===== config.mk =====
export PLATFORM = sky130hd
export DESIGN_NAME = secded_decoder_pipe
export DESIGN_NICKNAME = d
export VERILOG_FILES = /design/src/rtl/secded_pkg.sv /design/src/rtl/secded_syndrome.sv /design/src/rtl/secded_decoder_pipe.sv
export SDC_FILE = /design/constraint.sdc
export NUM_CORES = 1
export LEC_CHECK = 0
export CAP_MARGIN = 20
export CORE_MARGIN = 3
export CORE_UTILIZATION = 40
export CTS_CLUSTER_SIZE = 20
export DETAILED_ROUTE_END_ITERATION = 6
export GPL_ROUTABILITY_DRIVEN = 0
export PLACE_DENSITY_LB_ADDON = 0.05
export RECOVER_POWER = 50
export SLEW_MARGIN = 20
export SYNTH_ARGS = -nofsm -noshare
export SYNTH_HDL_FRONTEND = slang
export SYNTH_SLANG_ARGS = --single-unit

===== constraint.sdc =====
create_clock -name i_clk -period 2.7 [get_ports i_clk]
set_clock_uncertainty 0.1 [all_clocks]
set_input_delay 0.405 -clock i_clk [delete_from_list [all_inputs] [get_ports i_clk]]
set_output_delay 0.405 -clock i_clk [all_outputs]
set_load 0.02 [all_outputs]

===== src/rtl/secded_pkg.sv =====
// +----------------------------------------------------------------------------+
// | secded_pkg                                                                 |
// | Shared SECDED helpers: code geometry, data-position map, error kinds.      |
// | Rev 1.0 - initial release                                                  |
// +----------------------------------------------------------------------------+
`default_nettype none

package secded_pkg;

  typedef enum logic [1:0] {
    ERR_NONE   = 2'd0,
    ERR_SINGLE = 2'd1,
    ERR_DOUBLE = 2'd2,
    ERR_PARITY = 2'd3
  } err_e;

  // Smallest r with 2**r >= data_w + r + 1.
  function automatic int calc_par_w(input int data_w);
    int r;
    r = 1;
    while ((1 << r) < data_w + r + 1) r++;
    return r;
  endfunction

  function automatic int calc_n(input int data_w);
    return data_w + calc_par_w(data_w);
  endfunction

  // 1-based Hamming position of payload bit idx (skips power-of-two check slots).
  function automatic int data_pos(input int idx);
    int pos;
    int cnt;
    pos = 0;
    cnt = -1;
    while (cnt < idx) begin
      pos++;
      if ((pos & (pos - 1)) != 0) cnt++;
    end
    return pos;
  endfunction

endpackage

`default_nettype wire


===== src/rtl/secded_syndrome.sv =====
// +----------------------------------------------------------------------------+
// | secded_syndrome                                                            |
// | Combinational Hamming syndrome and overall parity of a received word.      |
// | Rev 1.0 - initial release                                                  |
// +----------------------------------------------------------------------------+
`default_nettype none

module secded_syndrome #(
  parameter int N     = 7,
  parameter int PAR_W = 3
) (
  input  logic [N-1:0]     i_code,
  input  logic             i_parity,
  output logic [PAR_W-1:0] o_syndrome,
  output logic             o_parity_odd
);

  // Syndrome bit j covers every position whose 1-based index has bit j set.
  always_comb begin
    o_syndrome = '0;
    for (int j = 0; j < PAR_W; j++) begin
      for (int k = 0; k < N; k++) begin
        if ((((k + 1) >> j) & 1) == 1) o_syndrome[j] = o_syndrome[j] ^ i_code[k];
      end
    end
    o_parity_odd = ^{i_parity, i_code};
  end

endmodule

`default_nettype wire


===== src/rtl/secded_decoder_pipe.sv =====
// +----------------------------------------------------------------------------+
// | secded_decoder_pipe                                                        |
// | Two-stage SECDED decoder with valid/ready flow and saturating counters.    |
// | Option: SECDED_ERR_INJECT_EN adds i_inj_mask fault-injection port.         |
// | Rev 1.0 - initial release                                                  |
// +----------------------------------------------------------------------------+
`default_nettype none

module secded_decoder_pipe
  import secded_pkg::*;
#(
  parameter  int DATA_W = 4,
  parameter  int CNT_W  = 16,
  localparam int PAR_W  = calc_par_w(DATA_W),
  localparam int N      = calc_n(DATA_W)
) (
  input  logic              i_clk,
  input  logic              i_rst_n,
  input  logic              i_valid,
  output logic              o_ready,
  input  logic [N-1:0]      i_code,
  input  logic              i_parity,
`ifdef SECDED_ERR_INJECT_EN
  input  logic [N:0]        i_inj_mask,
`endif
  input  logic              i_cnt_clr,
  output logic              o_valid,
  input  logic              i_ready,
  output logic [DATA_W-1:0] o_data,
  output logic [PAR_W-1:0]  o_syndrome,
  output logic              o_1bit_error,
  output logic              o_2bit_error,
  output logic              o_parity_error,
  output logic [CNT_W-1:0]  o_cnt_1bit,
  output logic [CNT_W-1:0]  o_cnt_2bit
);

  logic              adv;
  logic              hs;
  logic [N-1:0]      code_in;
  logic              par_in;
  logic [PAR_W-1:0]  syn_in;
  logic              odd_in;

  logic              s1_valid_q, s1_valid_d;
  logic [N-1:0]      s1_code_q,  s1_code_d;
  logic [PAR_W-1:0]  s1_syn_q,   s1_syn_d;
  logic              s1_odd_q,   s1_odd_d;

  err_e              err;
  logic [N-1:0]      fixed;
  logic [DATA_W-1:0] dec_data;

  logic              o_valid_q, o_valid_d;
  logic [DATA_W-1:0] o_data_q,  o_data_d;
  logic [PAR_W-1:0]  o_syn_q,   o_syn_d;
  logic              o_1bit_q,  o_1bit_d;
  logic              o_2bit_q,  o_2bit_d;
  logic              o_par_q,   o_par_d;
  logic [CNT_W-1:0]  cnt1_q,    cnt1_d;
  logic [CNT_W-1:0]  cnt2_q,    cnt2_d;

  assign adv     = ~o_valid_q | i_ready;
  assign hs      = o_valid_q & i_ready;
  assign o_ready = adv;

`ifdef SECDED_ERR_INJECT_EN
  assign code_in = i_code ^ i_inj_mask[N-1:0];
  assign par_in  = i_parity ^ i_inj_mask[N];
`else
  assign code_in = i_code;
  assign par_in  = i_parity;
`endif

  secded_syndrome #(
    .N     (N),
    .PAR_W (PAR_W)
  ) u_syndrome (
    .i_code       (code_in),
    .i_parity     (par_in),
    .o_syndrome   (syn_in),
    .o_parity_odd (odd_in)
  );

  always_comb begin
    s1_valid_d = s1_valid_q;
    s1_code_d  = s1_code_q;
    s1_syn_d   = s1_syn_q;
    s1_odd_d   = s1_odd_q;
    if (adv) begin
      s1_valid_d = i_valid;
      if (i_valid) begin
        s1_code_d = code_in;
        s1_syn_d  = syn_in;
        s1_odd_d  = odd_in;
      end
    end
  end

  // Syndromes beyond the codeword length cannot name a real bit: uncorrectable.
  always_comb begin
    err = ERR_NONE;
    if (int'(s1_syn_q) > N)      err = ERR_DOUBLE;
    else if (s1_syn_q != '0)     err = s1_odd_q ? ERR_SINGLE : ERR_DOUBLE;
    else if (s1_odd_q)           err = ERR_PARITY;
    fixed = s1_code_q;
    if (err == ERR_SINGLE) begin
      for (int k = 0; k < N; k++) begin
        if (int'(s1_syn_q) == k + 1) fixed[k] = ~fixed[k];
      end
    end
  end

  for (genvar i = 0; i < DATA_W; i++) begin : g_data
    localparam int P = data_pos(i) - 1;
    assign dec_data[i] = fixed[P];
  end

  always_comb begin
    o_valid_d = o_valid_q;
    o_data_d  = o_data_q;
    o_syn_d   = o_syn_q;
    o_1bit_d  = o_1bit_q;
    o_2bit_d  = o_2bit_q;
    o_par_d   = o_par_q;
    if (adv) begin
      o_valid_d = s1_valid_q;
      if (s1_valid_q) begin
        o_data_d = dec_data;
        o_syn_d  = s1_syn_q;
        o_1bit_d = (err == ERR_SINGLE);
        o_2bit_d = (err == ERR_DOUBLE);
        o_par_d  = (err == ERR_PARITY);
      end
    end
  end

  always_comb begin
    cnt1_d = cnt1_q;
    cnt2_d = cnt2_q;
    if (i_cnt_clr) begin
      cnt1_d = '0;
      cnt2_d = '0;
    end else if (hs) begin
      if (o_1bit_q && !(&cnt1_q)) cnt1_d = cnt1_q + 1'b1;
      if (o_2bit_q && !(&cnt2_q)) cnt2_d = cnt2_q + 1'b1;
    end
  end

  always_ff @(posedge i_clk or negedge i_rst_n) begin
    if (!i_rst_n) begin
      s1_valid_q <= 1'b0;
      s1_code_q  <= '0;
      s1_syn_q   <= '0;
      s1_odd_q   <= 1'b0;
      o_valid_q  <= 1'b0;
      o_data_q   <= '0;
      o_syn_q    <= '0;
      o_1bit_q   <= 1'b0;
      o_2bit_q   <= 1'b0;
      o_par_q    <= 1'b0;
      cnt1_q     <= '0;
      cnt2_q     <= '0;
    end else begin
      s1_valid_q <= s1_valid_d;
      s1_code_q  <= s1_code_d;
      s1_syn_q   <= s1_syn_d;
      s1_odd_q   <= s1_odd_d;
      o_valid_q  <= o_valid_d;
      o_data_q   <= o_data_d;
      o_syn_q    <= o_syn_d;
      o_1bit_q   <= o_1bit_d;
      o_2bit_q   <= o_2bit_d;
      o_par_q    <= o_par_d;
      cnt1_q     <= cnt1_d;
      cnt2_q     <= cnt2_d;
    end
  end

  assign o_valid        = o_valid_q;
  assign o_data         = o_data_q;
  assign o_syndrome     = o_syn_q;
  assign o_1bit_error   = o_1bit_q;
  assign o_2bit_error   = o_2bit_q;
  assign o_parity_error = o_par_q;
  assign o_cnt_1bit     = cnt1_q;
  assign o_cnt_2bit     = cnt2_q;

endmodule

`default_nettype wire

### After elaboration in Yosys (flattened, before gate mapping)

Index checks and enable logic that the tools add are counted.

* flip-flop bits (word level): 55
* input bits: 13
* output and inout port bits: 44
* word-level logic and storage cells: 75

* $add $sub $neg: 2
* equal/unequal tests: 10
* mux-type cells: 17
* bitwise logic cells: 19
* reductions and logical operators: 15

Operators with widths (count)
* 16-bit 2-to-1 mux: 6
* 16-bit by 1-bit adder with 16-bit output, second input constant: 2
* 16-bit AND reduction: 2
* 3-bit == test, second input constant: 4
* 1-bit bitwise XOR: 9
* 1-bit inverter: 8
* 2-bit AND reduction: 4
* 8-bit XOR reduction: 1
* 1-bit 2-to-1 mux: 7
* 7-bit 2-to-1 mux: 1
* 3-bit by 2-bit == test with 1-bit output, second input constant: 2
* 2-bit 2-to-1 mux: 3
* 2-bit nonzero test: 3
* 2-bit == test, second input constant: 2
* 3-bit by 1-bit == test with 1-bit output, second input constant: 1
* 3-bit nonzero test: 1
* 2-bit by 1-bit == test with 1-bit output, second input constant: 1
* 1-bit logical AND: 2
* 1-bit logical NOT: 2
* 1-bit bitwise AND: 1
* 1-bit OR: 1

### Longest topological paths before layout

* word-level depth: 6
* mapped depth: 6
* gate-level depth less buffers: 5

### Cells and area by module

A second synthesis with hierarchy kept.

* cell total of the unflattened synthesis: 271
* area total of the unflattened synthesis: 2800.2 µm²

Modules (own cells, without submodules)
* secded_decoder_pipe: instances 1, cells each 261, area each 2670.1 µm², sequential area each 1301.2 µm²
* secded_syndrome: instances 1, cells each 10, area each 130.1 µm², sequential area each 0.0 µm²

### Worst setup path before layout

OpenSTA, ideal clock, no wires.

* path kind: reg-to-reg
* from: reg cnt2_q[0] (netlist: o_cnt_2bit[0])
* to: reg cnt2_q[10] (netlist: o_cnt_2bit[10])
* library setup time: 0.078 ns
* data arrival time: 1.829 ns
* data required time: 2.522 ns
* slack: 0.693 ns
* cell stages (with the launch flop): 6
* buffers on the path: 0
* period minus slack after synthesis: 2.007 ns
* path through: dfrtp_1 -> ha_1 -> nand4_1 -> or3_4 -> or4_1 -> a21oi_1

* word-level cells in the longest chain between the ends: 5
* elaborated cells between the ends (all ways): 9
* classes of those cells: add/sub: 1; mux: 3; reduce/logical: 5

Ends and longest elaborated chain
* start, declared: line secded_decoder_pipe.sv:61 `logic [CNT_W-1:0] cnt2_q, cnt2_d;`
* start signal, assigned: line secded_decoder_pipe.sv:176 `cnt2_q <= cnt2_d;`
* parallel branches: the longest is 5 deep, another holds 16-bit by 1-bit adder with 16-bit output

Parallel ways; which one is timed is not known. The select of a mux whose other input is x is not followed.
A chain may end at the register's enable or synchronous reset.

### Worst setup path in the final report

* from: in i_ready
* to: out o_ready

* word-level cells in the longest chain between the ends: 1

Ends and longest elaborated chain
* start, declared: line secded_decoder_pipe.sv:28 `input logic i_ready,`
* 1-bit OR: line secded_decoder_pipe.sv:63 `assign adv = ~o_valid_q | i_ready;`
* end, declared: line secded_decoder_pipe.sv:20 `output logic o_ready,`

Every way passes these cells.

==> run_summary.xml <==
<?xml version="1.0" encoding="UTF-8"?>
<metrics>
  <group name="outcome">
    <metric name="outcome" unit="">finished clean</metric>
  </group>
  <group name="routing">
    <metric name="routed_wirelength" unit="um">6086</metric>
    <metric name="ant_nets" unit="">0</metric>
    <metric name="firstDrtPassIters" unit="">4</metric>
    <metric name="drc" unit="">0</metric>
    <metric name="via_per_inst" unit="">5.551</metric>
    <metric name="highest-signal-layer" unit="">met4</metric>
    <metric name="wl_met1" unit="um">2947</metric>
    <metric name="detailroute.wirelength.met3" unit="um">347</metric>
    <metric name="dr_total_vias" unit="">2287</metric>
    <metric name="met2RoutedLength" unit="um">2740</metric>
    <metric name="detail_route.iter0.violations" unit="">101</metric>
    <metric name="detail_route.wl_per_cell" unit="um">14.77</metric>
  </group>
  <group name="power">
    <metric name="total_leakage_power" unit="uW">0.001411</metric>
    <metric name="peakVddDrop" unit="V">0.0003660</metric>
    <metric name="power.density" unit="nW/um2">575.4</metric>
  </group>
  <group name="clock_tree">
    <metric name="clockBufferDepth" unit="">2</metric>
    <metric name="worst_skew_pair.late_latency" unit="ps">300</metric>
    <metric name="worst_setup_hold_path_clk_slew" unit="ps">90</metric>
    <metric name="ctsResizeCount" unit="">0</metric>
    <metric name="cts_made_buffers" unit="">5</metric>
    <metric name="tritoncts" unit="">built</metric>
    <metric name="cts_root_buffer_type" unit="">sky130_fd_sc_hd__clkbuf_8</metric>
    <metric name="cts.sink_count" unit="">52</metric>
    <metric name="htreeDepth" unit="">2</metric>
  </group>
  <group name="timing">
    <metric name="slew-limit-headroom" unit="%">12.44</metric>
    <metric name="report.final.hold_viol_count" unit="">0</metric>
    <metric name="period_needed" unit="ps">2436</metric>
    <metric name="rsz0062_at_grt" unit="">false</metric>
    <metric name="finalSetupTns" unit="ps">0</metric>
    <metric name="drv_slew" unit="">0</metric>
    <metric name="setup_viol" unit="">0</metric>
    <metric name="max_freq" unit="GHz">0.4104</metric>
    <metric name="worst-slew-pin-transition" unit="ps">1313</metric>
    <metric name="timing.final.crit_share" unit="%">90.24</metric>
  </group>
  <group name="grt">
    <metric name="antenna_found_initial" unit="">0</metric>
    <metric name="grt_pass1_wl" unit="um">10240</metric>
    <metric name="global_routing_usage_summed_across_all_routing_layers" unit="%">16.26</metric>
    <metric name="grt.overflow.total" unit="">0</metric>
    <metric name="grt_max_degree" unit="">53</metric>
    <metric name="first_global_vias" unit="">2115</metric>
  </group>
  <group name="logic_synthesis">
    <metric name="synth_edf_count" unit="">0</metric>
    <metric name="synth.avg_cell_area" unit="um2">9.996</metric>
    <metric name="proportion_of_synthesized_chip_area_in_sequential_cells" unit="%">47.17</metric>
    <metric name="yosys_reg_bits" unit="">52</metric>
    <metric name="postSynthNetCount" unit="">291</metric>
    <metric name="post-synth-top-area-fraction" unit="%">47.17</metric>
    <metric name="synth.largest_area_cell" unit="">sky130_fd_sc_hd__dfrtp_1</metric>
    <metric name="synth_area" unit="um2">2759</metric>
    <metric name="syn_inst" unit="">276</metric>
    <metric name="synthArstFlopShare" unit="%">100.0</metric>
    <metric name="dominantRegCellSynth" unit="">sky130_fd_sc_hd__dfrtp_1</metric>
    <metric name="synthTopCellsByArea" unit="">sky130_fd_sc_hd__dfrtp_1 47%, sky130_fd_sc_hd__mux2_2 6.9%, sky130_fd_sc_hd__a21oi_1 3.1%</metric>
    <metric name="yosysUniqueCellTypes" unit="">40</metric>
    <metric name="synth.yosys.warnings" unit="">0</metric>
  </group>
  <group name="placement">
    <metric name="dpl.hpwl" unit="um">4319</metric>
    <metric name="io_buffers" unit="">56</metric>
  </group>
  <group name="worst_setup_path">
    <metric name="setup.worst_path.class" unit="">in2out</metric>
    <metric name="worst_setup_path_end_kind" unit="">output pin</metric>
    <metric name="critical_path_peak_fanout" unit="">6</metric>
    <metric name="required" unit="ps">2190</metric>
    <metric name="crit_path_start_kind" unit="">primary input</metric>
    <metric name="timing.critical_path.arrival" unit="ps">1930</metric>
  </group>
  <group name="floorplanning">
    <metric name="core" unit="um2">6531</metric>
    <metric name="floorplan.io_pins" unit="">57</metric>
    <metric name="die_height" unit="um">89.05</metric>
    <metric name="die_area" unit="um2">7930</metric>
    <metric name="rows" unit="">29</metric>
    <metric name="die_w" unit="um">89.05</metric>
    <metric name="initial_utilization" unit="%">42.24</metric>
  </group>
  <group name="layout">
    <metric name="diodes" unit="">0</metric>
    <metric name="total_number_of_nets_in_the_final_design" unit="">350</metric>
    <metric name="n_fill_cell" unit="">611</metric>
    <metric name="syn2layout_area_growth" unit="%">28.34</metric>
    <metric name="final_common_cell" unit="">sky130_fd_sc_hd__dfrtp_1</metric>
    <metric name="mostFrequentLayoutCells" unit="">52 x sky130_fd_sc_hd__dfrtp_1, 43 x sky130_fd_sc_hd__clkdlybuf4s50_1, 21 x sky130_fd_sc_hd__nand2_1</metric>
    <metric name="layout_cells_sized_above_1" unit="%">10.45</metric>
    <metric name="fin_util" unit="%">54.21</metric>
  </group>
  <group name="worst_hold_path">
    <metric name="hp-class" unit="">reg2reg</metric>
  </group>
  <group name="job">
    <metric name="max_capacitance_violation_count" unit="">0</metric>
  </group>
</metrics>
worst paths after layout:
path / startpoint / to / slack [ps] / depth (start not counted)
setup reg to reg: o_cnt_2bit[0] / o_cnt_2bit[10] / 630 / 5
setup / recovery: i_ready / o_ready / 260 / 3
hold reg to reg: o_data[0] / o_data[0] / 380 / 2
hold / removal: o_data[0] / o_data[0] / 380 / 2
max in group asynchronous: i_rst_n / o_cnt_1bit[1] / 790 / 3
min in group asynchronous: i_rst_n / o_cnt_1bit[11] / 900 / 3
final cells by class:
type	count	area [um2]	share of cell area, %
well taps	77	96.34	2.721
inverters	5	18.77	0.5300
flip-flops and latches	52	1301	36.75
multi-input cells	209	1399	39.51
repair buffers	62	596.8	16.86
clock buffers	5	68.82	1.943
clock inverters	2	60.06	1.696
Yosys cell counts (2+ instances only):
master,n
sky130_fd_sc_hd__a211oi_1,6
sky130_fd_sc_hd__a21oi_1,17
sky130_fd_sc_hd__a31oi_1,2
sky130_fd_sc_hd__and2_1,2
sky130_fd_sc_hd__and3_1,6
sky130_fd_sc_hd__and4_1,4
sky130_fd_sc_hd__buf_2,2
sky130_fd_sc_hd__clkbuf_1,8
sky130_fd_sc_hd__dfrtp_1,52
sky130_fd_sc_hd__ha_1,2
sky130_fd_sc_hd__inv_1,5
sky130_fd_sc_hd__mux2_2,17
sky130_fd_sc_hd__nand2_1,21
sky130_fd_sc_hd__nand2b_1,4
sky130_fd_sc_hd__nand3_1,11
sky130_fd_sc_hd__nand4_1,9
sky130_fd_sc_hd__nand4_2,2
sky130_fd_sc_hd__nand4b_1,4
sky130_fd_sc_hd__nor2_1,13
sky130_fd_sc_hd__nor2b_1,11
sky130_fd_sc_hd__nor3_1,7
sky130_fd_sc_hd__nor4_2,2
sky130_fd_sc_hd__nor4b_1,2
sky130_fd_sc_hd__o21ai_0,17
sky130_fd_sc_hd__o31ai_1,7
sky130_fd_sc_hd__o41ai_1,2
sky130_fd_sc_hd__or3_1,8
sky130_fd_sc_hd__or4_1,7
sky130_fd_sc_hd__xnor2_1,7
sky130_fd_sc_hd__xor2_1,9
registers in the layout, indices dropped and copies added (netlist names):
| name | cells |
|---|---|
| o_cnt_1bit | 16 |
| o_cnt_2bit | 16 |
| o_data | 4 |
| s1_code_q | 4 |
| o_syndrome | 3 |
| s1_syn_q | 3 |
| o_1bit_error | 1 |
| o_2bit_error | 1 |
| o_parity_error | 1 |
| o_valid | 1 |
| s1_odd_q | 1 |
| s1_valid_q | 1 |
critical path, cell delays in order:
cell                              delay, ps
sky130_fd_sc_hd__dlygate4sd3_1          650
sky130_fd_sc_hd__nand2b_1               240
sky130_fd_sc_hd__clkdlybuf4s50_1        640
report_power, final:
| part | internal (uW) | leakage, uW | total, uW | switching (uW) |
|---|---|---|---|---|
| Clock | 365 | 0.0000642 | 622 | 257 |
| Sequential | 875 | 0.000690 | 968 | 92.3 |
| Combinational | 214 | 0.000657 | 448 | 235 |
routing by layer:
layer	vias up	global-route usage, %
li1	1140	-
met5	-	0
met2	63	24.56
met3	4	3.502
met1	1080	23.79
met4	0	4.195
what timing repair did:
item,CTS,global route
hold buffers,1,0
endpoints found under the hold margin,41,0
buffers inserted,0,0
cells by family (layout without fill, tap and decap cells):
family | count (synthesis) | count (layout) | share of synthesized area (%)
AO/OA/AOI/OAI | 56 | 56 | 12.29
adder cells (fa/ha/maj) | 2 | 2 | 0.9069
AND/OR/NAND/NOR | 117 | 117 | 25.12
flip-flops | 52 | 52 | 47.17
buffers and inverters | 15 | 74 | 2.132
multiplexers | 18 | 18 | 7.301
XOR/XNOR | 16 | 16 | 5.080
through the flow:
step                power [uW]  instances  hold WS (ps)  cell area (um2)  worst slack [ps]
floorplan                 1225        276         9.409             2759             692.9
global placement          1459        404         324.5             3421             282.9
detailed placement        1463        404         322.2             3421             208.7
CTS                       2089        412         393.4             3560             329.1
global route              2149        412         435.6             3541             190.1
finish                    2037        412         383.2             3541             263.6
No activity file was read; power rests on OpenSTA's default activity.
